===== src/rtl/bus_master.sv =====
// Single-outstanding bus initiator: turns a client req/ack handshake into an
// active-low cs_/as_/rw/rdy_ peripheral bus cycle with a timeout abort.
module bus_master #(
  parameter int unsigned ADDR_W  = 30,
  parameter int unsigned DATA_W  = 32,
  parameter int unsigned TIMEOUT = 16
) (
  input  logic              clk,
  input  logic              reset,
  input  logic              req_i,
  input  logic              rw_i,
  input  logic [ADDR_W-1:0] addr_i,
  input  logic [DATA_W-1:0] wdata_i,
  output logic              busy_o,
  output logic              ack_o,
  output logic              err_o,
  output logic [DATA_W-1:0] rdata_o,
  output logic              cs_,
  output logic              as_,
  output logic              rw,
  output logic [ADDR_W-1:0] addr,
  output logic [DATA_W-1:0] wr_data,
  input  logic [DATA_W-1:0] rd_data,
  input  logic              rdy_
);

  typedef enum logic [1:0] {StIdle, StAccess, StRecover} state_e;

  localparam logic [7:0] TimeoutLast = 8'(TIMEOUT - 1);

  state_e              state_q, state_d;
  logic [7:0]          wait_cnt_q, wait_cnt_d;
  logic                cs_d, as_d, rw_d, ack_d, err_d;
  logic [ADDR_W-1:0]   addr_d;
  logic [DATA_W-1:0]   wr_data_d, rdata_d;

  always_comb begin
    state_d    = state_q;
    wait_cnt_d = wait_cnt_q;
    cs_d       = cs_;
    as_d       = as_;
    rw_d       = rw;
    addr_d     = addr;
    wr_data_d  = wr_data;
    ack_d      = 1'b0;
    err_d      = err_o;
    rdata_d    = rdata_o;

    unique case (state_q)
      StIdle: begin
        if (req_i) begin
          state_d    = StAccess;
          wait_cnt_d = '0;
          cs_d       = 1'b0;
          as_d       = 1'b0;
          rw_d       = rw_i;
          addr_d     = addr_i;
          wr_data_d  = rw_i ? '0 : wdata_i;
        end
      end
      StAccess: begin
        // A late rdy_ on the last allowed cycle still counts as success.
        if (!rdy_ || wait_cnt_q == TimeoutLast) begin
          state_d   = StRecover;
          ack_d     = 1'b1;
          err_d     = rdy_;
          rdata_d   = (!rdy_ && rw) ? rd_data : '0;
          cs_d      = 1'b1;
          as_d      = 1'b1;
          rw_d      = 1'b1;
          addr_d    = '0;
          wr_data_d = '0;
        end else begin
          wait_cnt_d = wait_cnt_q + 8'd1;
        end
      end
      StRecover: begin
        // Responders release rdy_ a cycle late, so rdy_ is ignored here.
        state_d = StIdle;
      end
      default: state_d = StIdle;
    endcase
  end

  always_ff @(posedge clk) begin
    if (reset) begin
      state_q    <= StIdle;
      wait_cnt_q <= '0;
      cs_        <= 1'b1;
      as_        <= 1'b1;
      rw         <= 1'b1;
      addr       <= '0;
      wr_data    <= '0;
      ack_o      <= 1'b0;
      err_o      <= 1'b0;
      rdata_o    <= '0;
      busy_o     <= 1'b0;
    end else begin
      state_q    <= state_d;
      wait_cnt_q <= wait_cnt_d;
      cs_        <= cs_d;
      as_        <= as_d;
      rw         <= rw_d;
      addr       <= addr_d;
      wr_data    <= wr_data_d;
      ack_o      <= ack_d;
      err_o      <= err_d;
      rdata_o    <= rdata_d;
      busy_o     <= (state_d != StIdle);
    end
  end

endmodule


===== config.mk =====
export PLATFORM = sky130hd
export DESIGN_NAME = bus_master
export DESIGN_NICKNAME = d
export VERILOG_FILES = /design/src/rtl/bus_master.sv
export SDC_FILE = /design/constraint.sdc
export NUM_CORES = 1
export LEC_CHECK = 0
export CAP_MARGIN = 5
export CORE_UTILIZATION = 39
export CTS_BUF_LIST = sky130_fd_sc_hd__clkbuf_4 sky130_fd_sc_hd__clkbuf_8
export DETAILED_ROUTE_END_ITERATION = 12
export GPL_ROUTABILITY_DRIVEN = 0
export HOLD_SLACK_MARGIN = 0.05
export PLACE_DENSITY = 0.74
export SETUP_SLACK_MARGIN = 0.1
export SYNTH_ARGS = -nofsm -noshare
export SYNTH_HDL_FRONTEND = slang
export SYNTH_SLANG_ARGS = --single-unit

===== constraint.sdc =====
create_clock -name clk -period 1.6 [get_ports clk]
set_clock_uncertainty 0.1 [all_clocks]
set_input_delay 0.16 -clock clk [delete_from_list [all_inputs] [get_ports clk]]
set_output_delay 0.16 -clock clk [all_outputs]
set_load 0.01 [all_outputs]

* After elaboration in Yosys (flattened, before gate mapping)
Index checks and enable logic that the tools add are counted.
Storage, ports and cells: logic and storage cells 47, input port bits 99, output and inout bits 100, register bits after elaboration 109
Cells by class: equal/unequal tests 5, add/sub/neg operators 1, reduce and logical (&&, ||, !) cells 10, bitwise logic cells 1, multiplexer cells 20
Operators with widths (number):
- 2-to-1 mux 32 bit | 4
- one-hot mux 32 bit (2 select lines) | 1
- 2-to-1 mux 30 bit | 2
- one-hot mux 30 bit (2 select lines) | 1
- 2-to-1 mux 8 bit | 2
- one-hot mux 8 bit (2 select lines) | 1
- adder 8 x 1 -> 8 bit (second input constant) | 1
- == test 8 x 4 -> 1 bit (second input constant) | 1
- != test 2 bit (second input constant) | 3
- AND reduction 3 bit | 2
- 2-to-1 mux 1 bit | 4
- 2-to-1 mux 2 bit | 2
- one-hot mux 1 bit (2 select lines) | 2
- one-hot mux 2 bit (2 select lines) | 1
- nonzero test 2 bit | 2
- == test 2 x 1 -> 1 bit (second input constant) | 1
- zero test 2 bit | 1
- AND reduction 2 bit | 1
- OR reduction 2 bit | 1
- logical AND 1 bit | 1
- zero test 1 bit | 1
- logical OR 1 bit | 1
- inverter 1 bit | 1

* Logic depth before layout (Yosys ltp)
Gate-level depths: netlist of run 1.
word-level depth 5, depth in mapped cells 6, gate-level depth less buffers 4

* Least setup slack after synthesis of run 1
No wires, ideal clock.
kind flip-flop to flip-flop, start register wait_cnt_q[7], end register rdata_o[19], slack -0.049 ns, period minus slack after synthesis 1.649 ns, arrival time 1.417 ns, path buffers 3, required time 1.368 ns, stages on the path, launching flop included 7, library setup time 0.132 ns, path through dfxtp_1 > or4_4 > buf_6 > buf_6 > buf_6 > o211ai_2 > a21oi_1
Between the ends: cells in the longest elaborated chain, start to end 3
Ends and longest elaborated chain:
- start: declaration | line 32 | logic [7:0] wait_cnt_q, wait_cnt_d;
- start signal: assignment | line 100 | wait_cnt_q <= wait_cnt_d;
- == test 8 x 4 -> 1 bit | line 63 | if (!rdy_ || wait_cnt_q == TimeoutLast) begin
- logical OR 1 bit | line 63
- AND reduction 2 bit (no source line)
- end signal: assignment | line 108 | rdata_o <= rdata_d;
- end: declaration | line 17 | output logic [DATA_W-1:0] rdata_o,
No other way between the ends. A chain may end at the register's enable or synchronous reset.

* Final worst setup path of run 1
start register wait_cnt_q[7], end register err_o
Between the ends: cells in the longest elaborated chain, start to end 3
Ends and longest elaborated chain:
- == test 8 x 4 -> 1 bit | line 63
- logical OR 1 bit | line 63
- AND reduction 2 bit (no source line)
- end signal: assignment | line 107 | err_o <= err_d;
- end: declaration | line 16 | output logic err_o,
No other way between the ends.

==> results.sh, run 1 <==
export IMPL_track_usage_pct=23.5
export IMPL_finalHoldViolCount=0
export IMPL_placedCellCount=962
export IMPL_area_growth_pct=47.6
export IMPL_power_total_uw=6160
export IMPL_core_region_area_sq_mm=0.0139
export IMPL_hp_class="primary input to flop"
export IMPL_final_cells=986
export IMPL_maxSlewViolCount=0
export IMPL_rr_startpoint="wait_cnt_q[7]"
export IMPL_vias=5954
export IMPL_syn_nets=734
export IMPL_drc=0
export IMPL_tightest_slew_ns=0.427
export IMPL_start_util_pct=40.1
export IMPL_fp_row_count=43
export IMPL_power_density_mw_per_mm2=748
export IMPL_grt_pass1_vias=5596
export IMPL_dp_hpwl_microns=11700
export IMPL_fmax_mhz=593
export IMPL_n_antenna_cell=0
export IMPL_cp_start_kind="flop"
export IMPL_drive_above_1_share_pct=18.1
export IMPL_grt_max_degree=81
export IMPL_r2r_cells=4
export IMPL_vdd_drop_max_v=0.000598
export IMPL_avgViaCountPerCell=6.04
export IMPL_die_area_sq_mm=0.0148
export IMPL_io_pins=199
export IMPL_synth_cells=634
export IMPL_worst_path_max_fanout=57
export IMPL_cts_sinks=109
export IMPL_synth_main_ff_cell="dfxtp_1"
export IMPL_period_minus_slack_ns=1.69
export IMPL_reg2reg_to="err_o"
export IMPL_status="finished, violations left"
export IMPL_avgRoutedWirePerCell_microns=18.3
export IMPL_drt_wl_total_microns=18100
export IMPL_holdCritStartpoint="rdy_"
export IMPL_die_y_microns=122
export IMPL_die_width_microns=122
export IMPL_cts_made_buffers=9
export IMPL_setup_ws_ns=-0.0858
export IMPL_yosysSeqAreaShare_pct=39.1
export IMPL_leakage_uw=0.00332
export IMPL_antenna_left=0
export IMPL_grt_pass1_wl_microns=27800
export IMPL_clockRootBuffer="clkbuf_8"
export IMPL_avgSynthCellArea_sq_um=8.81
export IMPL_layout_common_cells="nand3_1, dlygate4sd2_1, clkdlybuf4s50_1"
export IMPL_cts_tree="yes"
export IMPL_finalSetupViolCount=87
export IMPL_synthArstFlopShare_pct=0
export IMPL_final_period_utilization_pct=105
export IMPL_ys_types=41
export IMPL_violations="setup timing"
export IMPL_cp_end_kind="flop"
export IMPL_cts_htree_levels=3
export IMPL_grt_ovfl_total=0
export IMPL_drt_iter0_markers=415
export IMPL_yosysWarnings=0
export IMPL_first_pass_iters=6
export IMPL_reg2reg_slack_ns=-0.09
export IMPL_path_class="flop to flop"
export IMPL_required_ns=1.84
export IMPL_cap_violations=0
export IMPL_min_path_cells=4
export IMPL_clockBufferDepth=2
export IMPL_relSlewSlack_pct=71.5
export IMPL_rsz0062_at_grt="yes"
export IMPL_clk_pin_slew_ns=0.11
export IMPL_cp_data_arrival_time_ns=1.92
export IMPL_nets=901
export IMPL_netlist_area_sq_mm=0.00558
export IMPL_io_buffers=198
export IMPL_clk_insertion_delay_late_ns=0.39
export IMPL_antenna_found_initial=0
export IMPL_worstHoldEndpoint="rdata_o[25]"
export IMPL_synth_seq_cells=109
export IMPL_synth_edf_count=0
worst max path at each step:
stage             startpoint          end  slack, ns  cells after the start
6_report       wait_cnt_q[7]        err_o      -0.09                      4
4_1_cts        wait_cnt_q[7]        err_o      -0.08                      4
3_3_place_gp           req_i  wr_data[17]      -0.18                      5
5_1_grt        wait_cnt_q[7]           rw      -0.14                      4
3_5_place_dp           req_i  wr_data[25]      -0.24                      5
2_1_floorplan  wait_cnt_q[7]  rdata_o[18]      -0.04                      6
stage by stage:
step | util [%] | setup WS (ns) | hold slack (ns) | instance area (sq um) | setup TNS (ns)
3_3_place_gp | 56.8 | -0.177 | 0.368 | 7910 | -8.24
6_report | 59.1 | -0.0858 | 0.222 | 8240 | -3.62
2_1_floorplan | - | -0.0443 | 0.206 | 5620 | -1.77
3_5_place_dp | 56.8 | -0.238 | 0.366 | 7910 | -11.92
5_1_grt | 59.1 | -0.142 | 0.213 | 8240 | -7.24
4_1_cts | 58.1 | -0.0784 | 0.204 | 8090 | -3.09
worst max-delay path, cell delays in order (launching register included):
cell,delay [ns]
dfxtp_2,0.34
or4_4,0.57
buf_12,0.23
nor3_1,0.16
o221a_2,0.20
synthesized netlist by cell type, drive strengths merged (2+ instances only):
master   count  area share (%)
o211ai      64              12
a21oi       39             3.5
o31ai        3            0.40
nand4       33             3.7
clkbuf      56             3.8
inv          3            0.20
nand2       33             2.2
or3          2            0.22
a31oi       31             3.5
mux2i        4            0.72
o21ai        2            0.18
buf         33             3.7
nor3         3            0.27
o2111ai     31             4.9
and3b       32             5.0
or4          5            0.74
a211oi       2            0.27
nand3      102             9.1
a22oi       32             4.3
dfxtp      109              39
power by group:
part | internal [uW] | switching [uW] | leakage [uW]
logic | 708 | 687 | 0.00232
registers | 2880 | 133 | 0.000896
clock network | 799 | 956 | 0.000103
cells by family after synthesis:
kind of cell	Yosys count	share of synthesized area, %
and+or+nand+nor	220	22.6
AOI/OAI and AO/OA	208	29.8
DFF	109	39.1
buffers and inverters	92	7.62
muxes	4	0.717
adders and majority gates	1	0.224
flip-flops by register name (all words and copies together), names as in the netlist:
signal and cells:
wr_data 32, err_o 1, ack_o 1, busy_o 1, wait_cnt_q 8, as_ 1, rw 1, addr 30
rdata_o 32, state_q 2
cell type report:
| type | instances | area [sq um] |
|---|---|---|
| inverter | 3 | 11.3 |
| fill | 1239 | 5690 |
| clock inverter | 4 | 47.5 |
| clock buffer | 12 | 153 |
| sequential | 109 | 2200 |
| multi-input combinational | 433 | 3140 |
| tap | 180 | 225 |
| timing repair buffer | 245 | 2460 |
metal layers:
metal  GRT usage [%]  share of wire [%]
met1            28.8                 42
met2            40.0                 50
met3            5.81                6.4
met4            7.95                2.1
met5               0                  0
timing repair:
action	in CTS	in global routing
buffers inserted	2	2
resized for setup	119	20
endpoints found under the setup margin	206	105
cloned	1	2
pin swaps	5	5
hold buffers	1	0
hold endpoints to repair	1	0
(Power assumes the default switching activity.)
==> run 2, diff against run 1 <==
--- a/config.mk
+++ b/config.mk
@@ -8,10 +8,11 @@
 export CAP_MARGIN = 5
 export CORE_UTILIZATION = 39
 export CTS_BUF_LIST = sky130_fd_sc_hd__clkbuf_4 sky130_fd_sc_hd__clkbuf_8
+export CTS_CLUSTER_DIAMETER = 30
 export DETAILED_ROUTE_END_ITERATION = 12
+export DONT_BUFFER_PORTS = 1
 export GPL_ROUTABILITY_DRIVEN = 0
 export HOLD_SLACK_MARGIN = 0.05
-export PLACE_DENSITY = 0.74
 export SETUP_SLACK_MARGIN = 0.1
 export SYNTH_ARGS = -nofsm -noshare
 export SYNTH_HDL_FRONTEND = slang
==> results.sh, run 2 (synthesis results as in run 1) <==
export IMPL_status="finished, violations left"
export IMPL_violations="hold timing, setup timing"
export IMPL_antenna_left=0
export IMPL_nets=755
export IMPL_drive_above_1_share_pct=24.2
export IMPL_cp_start_kind="flop"
export IMPL_power_total_uw=5700
export IMPL_core_region_area_sq_mm=0.0139
export IMPL_drt_wl_total_microns=18500
export IMPL_cpPeakStageDelay_ns=0.62
export IMPL_clockBufferDepth=2
export IMPL_dp_hpwl_microns=9580
export IMPL_cp_data_arrival_time_ns=1.91
export IMPL_fp_row_count=43
export IMPL_die_width_microns=122
export IMPL_cp_end_kind="flop"
export IMPL_avgViaCountPerCell=6.64
export IMPL_path_buf_inv=2
export IMPL_worst_path_max_fanout=6
export IMPL_cp_top_family="simple AND/OR/NAND/NOR gates"
export IMPL_cts_made_buffers=9
export IMPL_cap_violations=0
export IMPL_cts_sinks=109
export IMPL_whs_ns=-0.201
export IMPL_cts_hold_fix_buffers=44
export IMPL_top_regs="rdata_o x32, wr_data x32, addr x30"
export IMPL_area_growth_pct=26.7
export IMPL_n_antenna_cell=0
export IMPL_required_ns=1.78
export IMPL_grt_pass1_vias=5067
export IMPL_layout_common_cells="dfxtp_1, nand3_1, dlygate4sd3_1"
export IMPL_setup_ws_ns=-0.138
export IMPL_drc=0
export IMPL_cts_tree="yes"
export IMPL_die_y_microns=122
export IMPL_io_buffers=0
export IMPL_power_density_mw_per_mm2=806
export IMPL_clk_insertion_delay_late_ns=0.39
export IMPL_clk_pin_slew_ns=0.11
export IMPL_hp_class="primary input to flop"
export IMPL_relSlewSlack_pct=72.9
export IMPL_layout_commonest_cell="dfxtp_1"
export IMPL_io_pins=199
export IMPL_post_place_ws_ns=-0.108
export IMPL_fillers=1273
export IMPL_path_class="flop to flop"
export IMPL_period_minus_slack_ns=1.74
export IMPL_vdd_drop_max_v=0.000742
export IMPL_fmax_mhz=575
export IMPL_avgRoutedWirePerCell_microns=22.1
export IMPL_leakage_uw=0.00246
export IMPL_first_pass_iters=5
export IMPL_grt_ovfl_total=0
export IMPL_track_usage_pct=22.2
export IMPL_tns_ns=-7.32
export IMPL_start_util_pct=40.1
export IMPL_cts_htree_levels=3
export IMPL_multiInputGateArea_sq_mm=0.00324
export IMPL_grt_pass1_wl_microns=26300
export IMPL_cp_cell_sequence="or4_4 -> buf_12 -> clkbuf_16 -> o211ai_2 -> nand3_1"
export IMPL_vias=5575
export IMPL_crit_slowest_cell="or4_4"
export IMPL_die_area_sq_mm=0.0148
export IMPL_maxSlewViolCount=0
export IMPL_final_period_utilization_pct=109
export IMPL_rsz0062_at_grt="yes"
export IMPL_drt_iter0_markers=571
export IMPL_finalHoldViolCount=71
export IMPL_grt_max_degree=105
export IMPL_antenna_found_initial=0
export IMPL_seq_area_sq_mm=0.00219
export IMPL_finalSetupViolCount=89
export IMPL_clockRootBuffer="clkbuf_8"
export IMPL_tightest_slew_ns=0.406
export IMPL_utilization_pct=50.8
==> run 2: cell types whose count changed in the layout (fill, tap and decap cells not counted), sizes merged <==
| cell | before | now |
|---|---|---|
| clkbuf | 13 | 14 |
| clkinvlp | 1 | 2 |
| clkdlybuf4s50 | 96 | 0 |
| clkinv | 2 | 4 |
| or3b | 1 | 2 |
| dlygate4sd3 | 1 | 44 |
| nand3b | 1 | 2 |
| dlygate4sd2 | 100 | 0 |
| buf | 47 | 48 |
==> run 2: final timing paths <==
check	slack [ns]	cells past startpoint	end	startpoint
setup / recovery	-0.14	5	wr_data[16]	wait_cnt_q[4]
hold / removal	-0.20	1	addr[7]	reset
setup reg to reg	-0.14	5	wr_data[16]	wait_cnt_q[4]
hold reg to reg	0.44	2	wait_cnt_q[2]	wait_cnt_q[2]
==> run 2: worst register-to-register path, stage by stage (launching register included) <==
cell and delay [ns]:
dfxtp_2 0.34, or4_4 0.62, buf_12 0.18, clkbuf_16 0.16, o211ai_2 0.14, nand3_1 0.08
==> run 2: area by class of cell <==
cell class / count / share of cell area [%]
multi-input cells: 435 / 45.8
flip-flops and latches: 109 / 31.0
repair buffers: 97 / 17.0
well taps: 180 / 3.18
clock buffers: 9 / 1.75
clock inverters: 7 / 1.08
inverters: 3 / 0.159
==> run 2: metrics by stage <==
step | cell area [sq um] | std cells
after global placement | 5780 | 753
after detailed placement | 5780 | 753
after CTS | 6690 | 822
final | 7070 | 840
after floorplan | 5620 | 634
after global routing | 7070 | 840
==> run 2: routing by layer <==
| metal | part of all wire, % | global-route usage, % | vias up |
|---|---|---|---|
| met5 | 0 | 0 | - |
| met2 | 48 | 35.5 | 296 |
| met3 | 8.5 | 7.72 | 57 |
| li1 | - | - | 2520 |
| met4 | 3.1 | 9.18 | 0 |
| met1 | 40 | 27.2 | 2702 |
==> run 2: power by group <==
| group | switching, uW | internal, uW | total [uW] | leakage, uW |
|---|---|---|---|---|
| logic | 446 | 402 | 848 | 0.00147 |
| clock network | 1000 | 729 | 1730 | 0.0000954 |
| registers | 246 | 2880 | 3120 | 0.000894 |
==> run 2: what timing repair did <==
action	in CTS	in global routing
endpoints found under the hold margin	105	91
gates resized for setup	30	31
pin swaps	2	16
gates cloned	4	10
buffers inserted	5	9
endpoints found under the setup margin	108	108
==> run 3, diff against run 2 <==
--- a/config.mk
+++ b/config.mk
@@ -11,7 +11,6 @@
 export CTS_CLUSTER_DIAMETER = 30
 export DETAILED_ROUTE_END_ITERATION = 12
 export DONT_BUFFER_PORTS = 1
-export GPL_ROUTABILITY_DRIVEN = 0
 export HOLD_SLACK_MARGIN = 0.05
 export SETUP_SLACK_MARGIN = 0.1
 export SYNTH_ARGS = -nofsm -noshare
==> results of run 3 <==
Final layout, timing and power as in run 2 (identical DEF).
==> edit 1, RTL diff (config.mk and constraints of run 1) <==
`addr`, `wr_data` and `rdata_o` no longer have a reset.
--- a/src/rtl/bus_master.sv
+++ b/src/rtl/bus_master.sv
@@ -91,7 +91,4 @@
       rw         <= 1'b1;
-      addr       <= '0;
-      wr_data    <= '0;
       ack_o      <= 1'b0;
       err_o      <= 1'b0;
-      rdata_o    <= '0;
       busy_o     <= 1'b0;
@@ -103,7 +100,4 @@
       rw         <= rw_d;
-      addr       <= addr_d;
-      wr_data    <= wr_data_d;
       ack_o      <= ack_d;
       err_o      <= err_d;
-      rdata_o    <= rdata_d;
       busy_o     <= (state_d != StIdle);
@@ -112,2 +106,8 @@
 
+  always_ff @(posedge clk) begin
+    addr    <= addr_d;
+    wr_data <= wr_data_d;
+    rdata_o <= rdata_d;
+  end
+
 endmodule
Behaviour: not the same (a bounded check fails within 4 cycles, from zero or initial values and one cycle with reset high).
==> edit 1 against run 1 <==
The flow still finishes with violations (setup timing). Final area decreased by 16%. Non-clock buffer count decreased by 6. Global-route usage decreased by 5.2 points. Wire length decreased by 44%. Sequential cell count unchanged. Worst setup slack got worse by 0.024 ns. Synthesized area decreased by 25%. Power decreased by 2.6%. Critical path type unchanged. Highest routed layer unchanged.
==> edit 1: results (changes against run 1) <==
Status: finished, violations left
Failing checks: setup timing
DRT Pass-1 Iters: 4 (-2)
P_sw: 0.00138 W (-23%)
Via count: 2983 (-50%)
Synth top cells by count: and2_1 (94), edfxtp_1 (94), dfxtp_1 (15)
Vias/cell: 4.55 (-25%)
DRT iter0 DRCs: 134 (-68%)
Setup TNS: -7.43 ns (-3.81 ns)
Peak VDD IR: 0.536 mV (-10%)
WL per Instance: 15.6 µm (-15%)
All-Layer GR Usage: 0.183 (-0.0523)
Number of synthesized flops with an enable pin: 94 (+94)
CP Data Arrival Time: 1.69 ns (-0.23 ns)
Synth Area in Adders: 0.00300 (+0.000764)
Final setup vio count: 97 (+11%)
Gate Count Post-Synth: 278 (-56%)
Part of the Yosys area used for sequential elements: 0.750 (+0.359)
Largest net degree at the start of global routing: 35 (-57%)
Post-synth cell types: 30 (-27%)
Pre-CTS WS: -0.210 ns (+0.0278 ns)
Post-synthesis mux area share: 0.00721 (+0.0000415)
CP Capture Point: wr_data[1]
First-pass GRT wire length: 15200 µm (-45%)
CP Max Fanout: 23 (-60%)
Worst hold margin: 0.339 ns (+0.117 ns)
Slew Limit Headroom: 0.797 (+0.0821)
Clk_lat worst skew: 0.37 ns (-0.02 ns)
Nets: 614 (-32%)
Pleak: 2.87 nW (-14%)
Min setup slack post-route: -0.110 ns (-0.0240 ns)
Post-DP HPWL: 7590 µm (-35%)
Compound-gate portion of the synthesized area: 0.0306 (-0.267)
Max incr delay on CP: 0.35 ns (-0.22 ns)
Syn Nets: 378 (-49%)
Slowest CP cell: dfxtp_2
[edit 1: cell count changes after synthesis, moves of 33 or more]
cell,change
and2_1,+94
clkbuf_1,-45
dfxtp_1,-94
edfxtp_1,+94
nand3_1,-96
nand4_1,-33
o211ai_2,-40
[edit 1: stage by stage]
stage	util	total power, W	instance area (µm²)
after floorplan	-	0.00380	4220
after global placement	0.640	0.00453	6610
after detailed placement	0.640	0.00456	6610
after CTS	0.652	0.00603	6730
after global routing	0.673	0.00622	6950
final	0.673	0.00600	6950
[edit 1: how the worst min path moves through the flow]
stage	cells past startpoint	to	startpoint
after floorplan	2	err_o	rdy_
after CTS	2	addr[0]	addr_i[0]
after detailed placement	2	err_o	err_o
after global placement	2	err_o	err_o
after global routing	2	rdata_o[22]	rd_data[22]
final	2	rdata_o[8]	rd_data[8]
[edit 1: cells by family after synthesis]
group / count (synthesis)
simple gates: 132
flops: 109
compound gates: 19
buf+inv: 14
mux: 3
fa+ha+maj: 1
[edit 1: layer usage]
layer  routed length [µm]  global-route usage  up-vias
li1                     -                   -     1444
met1                 3950               0.209     1418
met2                 5460               0.322      103
met3                  527              0.0365       18
met4                  274              0.0946        0
met5                    0                   0        -
[edit 1: timing repair]
| item | in CTS | in global routing |
|---|---|---|
| buffers inserted | 1 | 8 |
| gates cloned | 0 | 1 |
| setup endpoints to repair | 184 | 139 |
| resized for setup | 90 | 45 |
| pin swaps | 7 | 14 |
[edit 1: final cells by class]
type                    instances  area, µm²
repair buffers                239       2340
flip-flops and latches        109       3130
clock buffers                   9        124
fillers                       784       3380
clock inverters                 7       66.3
multi-input cells             155       1110
well taps                     136        170
[edit 1: worst register-to-register path: cells and delay by family (launching register included)]
family / cells / cell delay [ns]
and+or+nand+nor: 3 / 0.64
AOI/OAI and AO/OA: 1 / 0.14
DFF: 1 / 0.35
buffers and inverters: 1 / 0.19
[edit 1: power groups by stage]
stage	registers (W)	clock network, W	logic, W
2_1_floorplan	0.00356	0	0.000247
3_3_place_gp	0.00345	0	0.00108
3_5_place_dp	0.00345	0	0.00110
4_1_cts	0.00338	0.00163	0.00101
5_1_grt	0.00340	0.00174	0.00108
6_report	0.00338	0.00161	0.00101
==> edit 2, RTL diff (flow settings as in run 1) <==
Made on the original files. `ADDR_W`: 30 -> 15.
--- a/src/rtl/bus_master.sv
+++ b/src/rtl/bus_master.sv
@@ -3,3 +3,3 @@
 module bus_master #(
-  parameter int unsigned ADDR_W  = 30,
+  parameter int unsigned ADDR_W  = 15,
   parameter int unsigned DATA_W  = 32,
Interface: changed (resized addr and addr_i); port bits go from 199 to 169. No check against the original RTL was run, so the function may have changed too.
==> edit 2 against run 1 <==
The run still ends with setup timing left. Synthesized area shrank 41%. Wire length shrank 43%. Final area down 28%. Via count is 44% lower. Count of clock-buffer cells in the layout decreased by 2. Sequential cell count is 15 lower. Worst setup slack lost 0.13 ns. Power decreased by 23%. Highest routed layer unchanged.
==> edit 2: results (changes against run 1) <==
Status: finished, violations left
Failing checks: setup timing
Area after DPL: 5370 µm² (-32%)
Post-synth cell types: 37 (-9.8%)
Min setup slack post-route: -0.220 ns (-0.134 ns)
DRT iter0 DRCs: 85 (-80%)
Met3 wire len: 476 µm (-59%)
CP Data Arrival Time: 1.97 ns (+0.05 ns)
Initial antenna violation count: 0 (unchanged)
Syn Nets: 440 (-40%)
Part of the Yosys area used for sequential elements: 0.571 (+0.180)
Synth top cells by count: dfxtp_1 (94), nand2_1 (67), a21oi_1 (53)
R2R Setup Slk: -0.22 ns (-0.13 ns)
DRT Pass-1 Iters: 4 (-2)
Final setup vio count: 76 (-13%)
Nets: 635 (-30%)
Largest net degree at the start of global routing: 34 (-58%)
First-pass GRT wire length: 15700 µm (-44%)
Peak VDD IR: 0.498 mV (-17%)
Layout cells sized above 1: 0.236 (+0.0549)
M1 wire length: 4350 µm (-42%)
Min-Delay Path Class: primary input to flop
Slew Limit Headroom: 0.801 (+0.0852)
Setup TNS: -8.38 ns (-4.76 ns)
CP Max Fanout: 21 (-63%)
Worst hold margin: 0.249 ns (+0.0268 ns)
Clk_lat worst skew: 0.35 ns (-0.04 ns)
Via count: 3346 (-44%)
All-Layer GR Usage: 0.228 (-0.00671)
Post-DP HPWL: 6600 µm (-43%)
[edit 2: changes by cell type after synthesis, moves of 32 or more]
cell / change
nand3_1: -98
a22oi_1: -32
o21ai_1: +32
nand2_1: +34
clkbuf_1: -38
o211ai_2: -40
a22o_1: +32
[edit 2: final timing paths]
check / startpoint / cells after the start / to
setup / recovery: wait_cnt_q[6] / 5 / rdata_o[29]
hold / removal: addr_i[14] / 3 / addr[14]
hold reg to reg: addr[11] / 2 / addr[11]
setup reg to reg: wait_cnt_q[6] / 5 / rdata_o[29]
[edit 2: layout make-up]
class                      count  area, µm²
clock buffer                  10        131
sequential                    94       1890
inverter                       1       3.75
multi-input combinational    234       1600
clock inverter                 6       46.3
timing repair buffer         210       2150
tap                          105        131
fill                         632       2230
[edit 2: cell families (layout without fill, tap and decap cells)]
family / Yosys count / after routing / share of synthesized area
AOI/OAI and AO/OA: 128 / 128 / 0.236
and+or+nand+nor: 100 / 100 / 0.134
DFF: 94 / 94 / 0.571
buffers and inverters: 27 / 227 / 0.0403
xor gates and xnor gates: 3 / 3 / 0.00798
muxes: 2 / 2 / 0.00646
adders and majority gates: 1 / 1 / 0.00380
[edit 2: per-stage QoR]
step                      worst slack, ns  instances
after floorplan                    -0.105        355
after global placement             -0.153        633
after detailed placement           -0.185        633
after CTS                          -0.189        657
after global routing               -0.252        660
final                              -0.220        660
[edit 2: layer usage]
metal | vias up | GRT usage
li1 | 1637 | -
met1 | 1590 | 0.269
met2 | 105 | 0.412
met3 | 14 | 0.0388
met4 | 0 | 0.0808
met5 | - | 0
[edit 2: critical path, stage by stage (launching register included)]
cell	delay [ns]
dfxtp_2	0.33
or4_4	0.58
o21ai_4	0.20
a21oi_4	0.10
buf_12	0.16
a22o_1	0.24
[edit 2: report_power, final]
group	internal, W	switching (W)
Clock	0.000591	0.000838
Combinational	0.000471	0.000377
Sequential	0.00243	0.0000554
Total	0.00350	0.00127
[edit 2: timing repair]
item                                   in CTS  in global routing
buffers inserted                            6                  5
gates cloned                                3                  0
endpoints found under the hold margin       0                  0
gates resized for setup                   115                 46
setup endpoints to repair                 142                112
pin swaps                                  62                 10
hold buffers                                0                  0
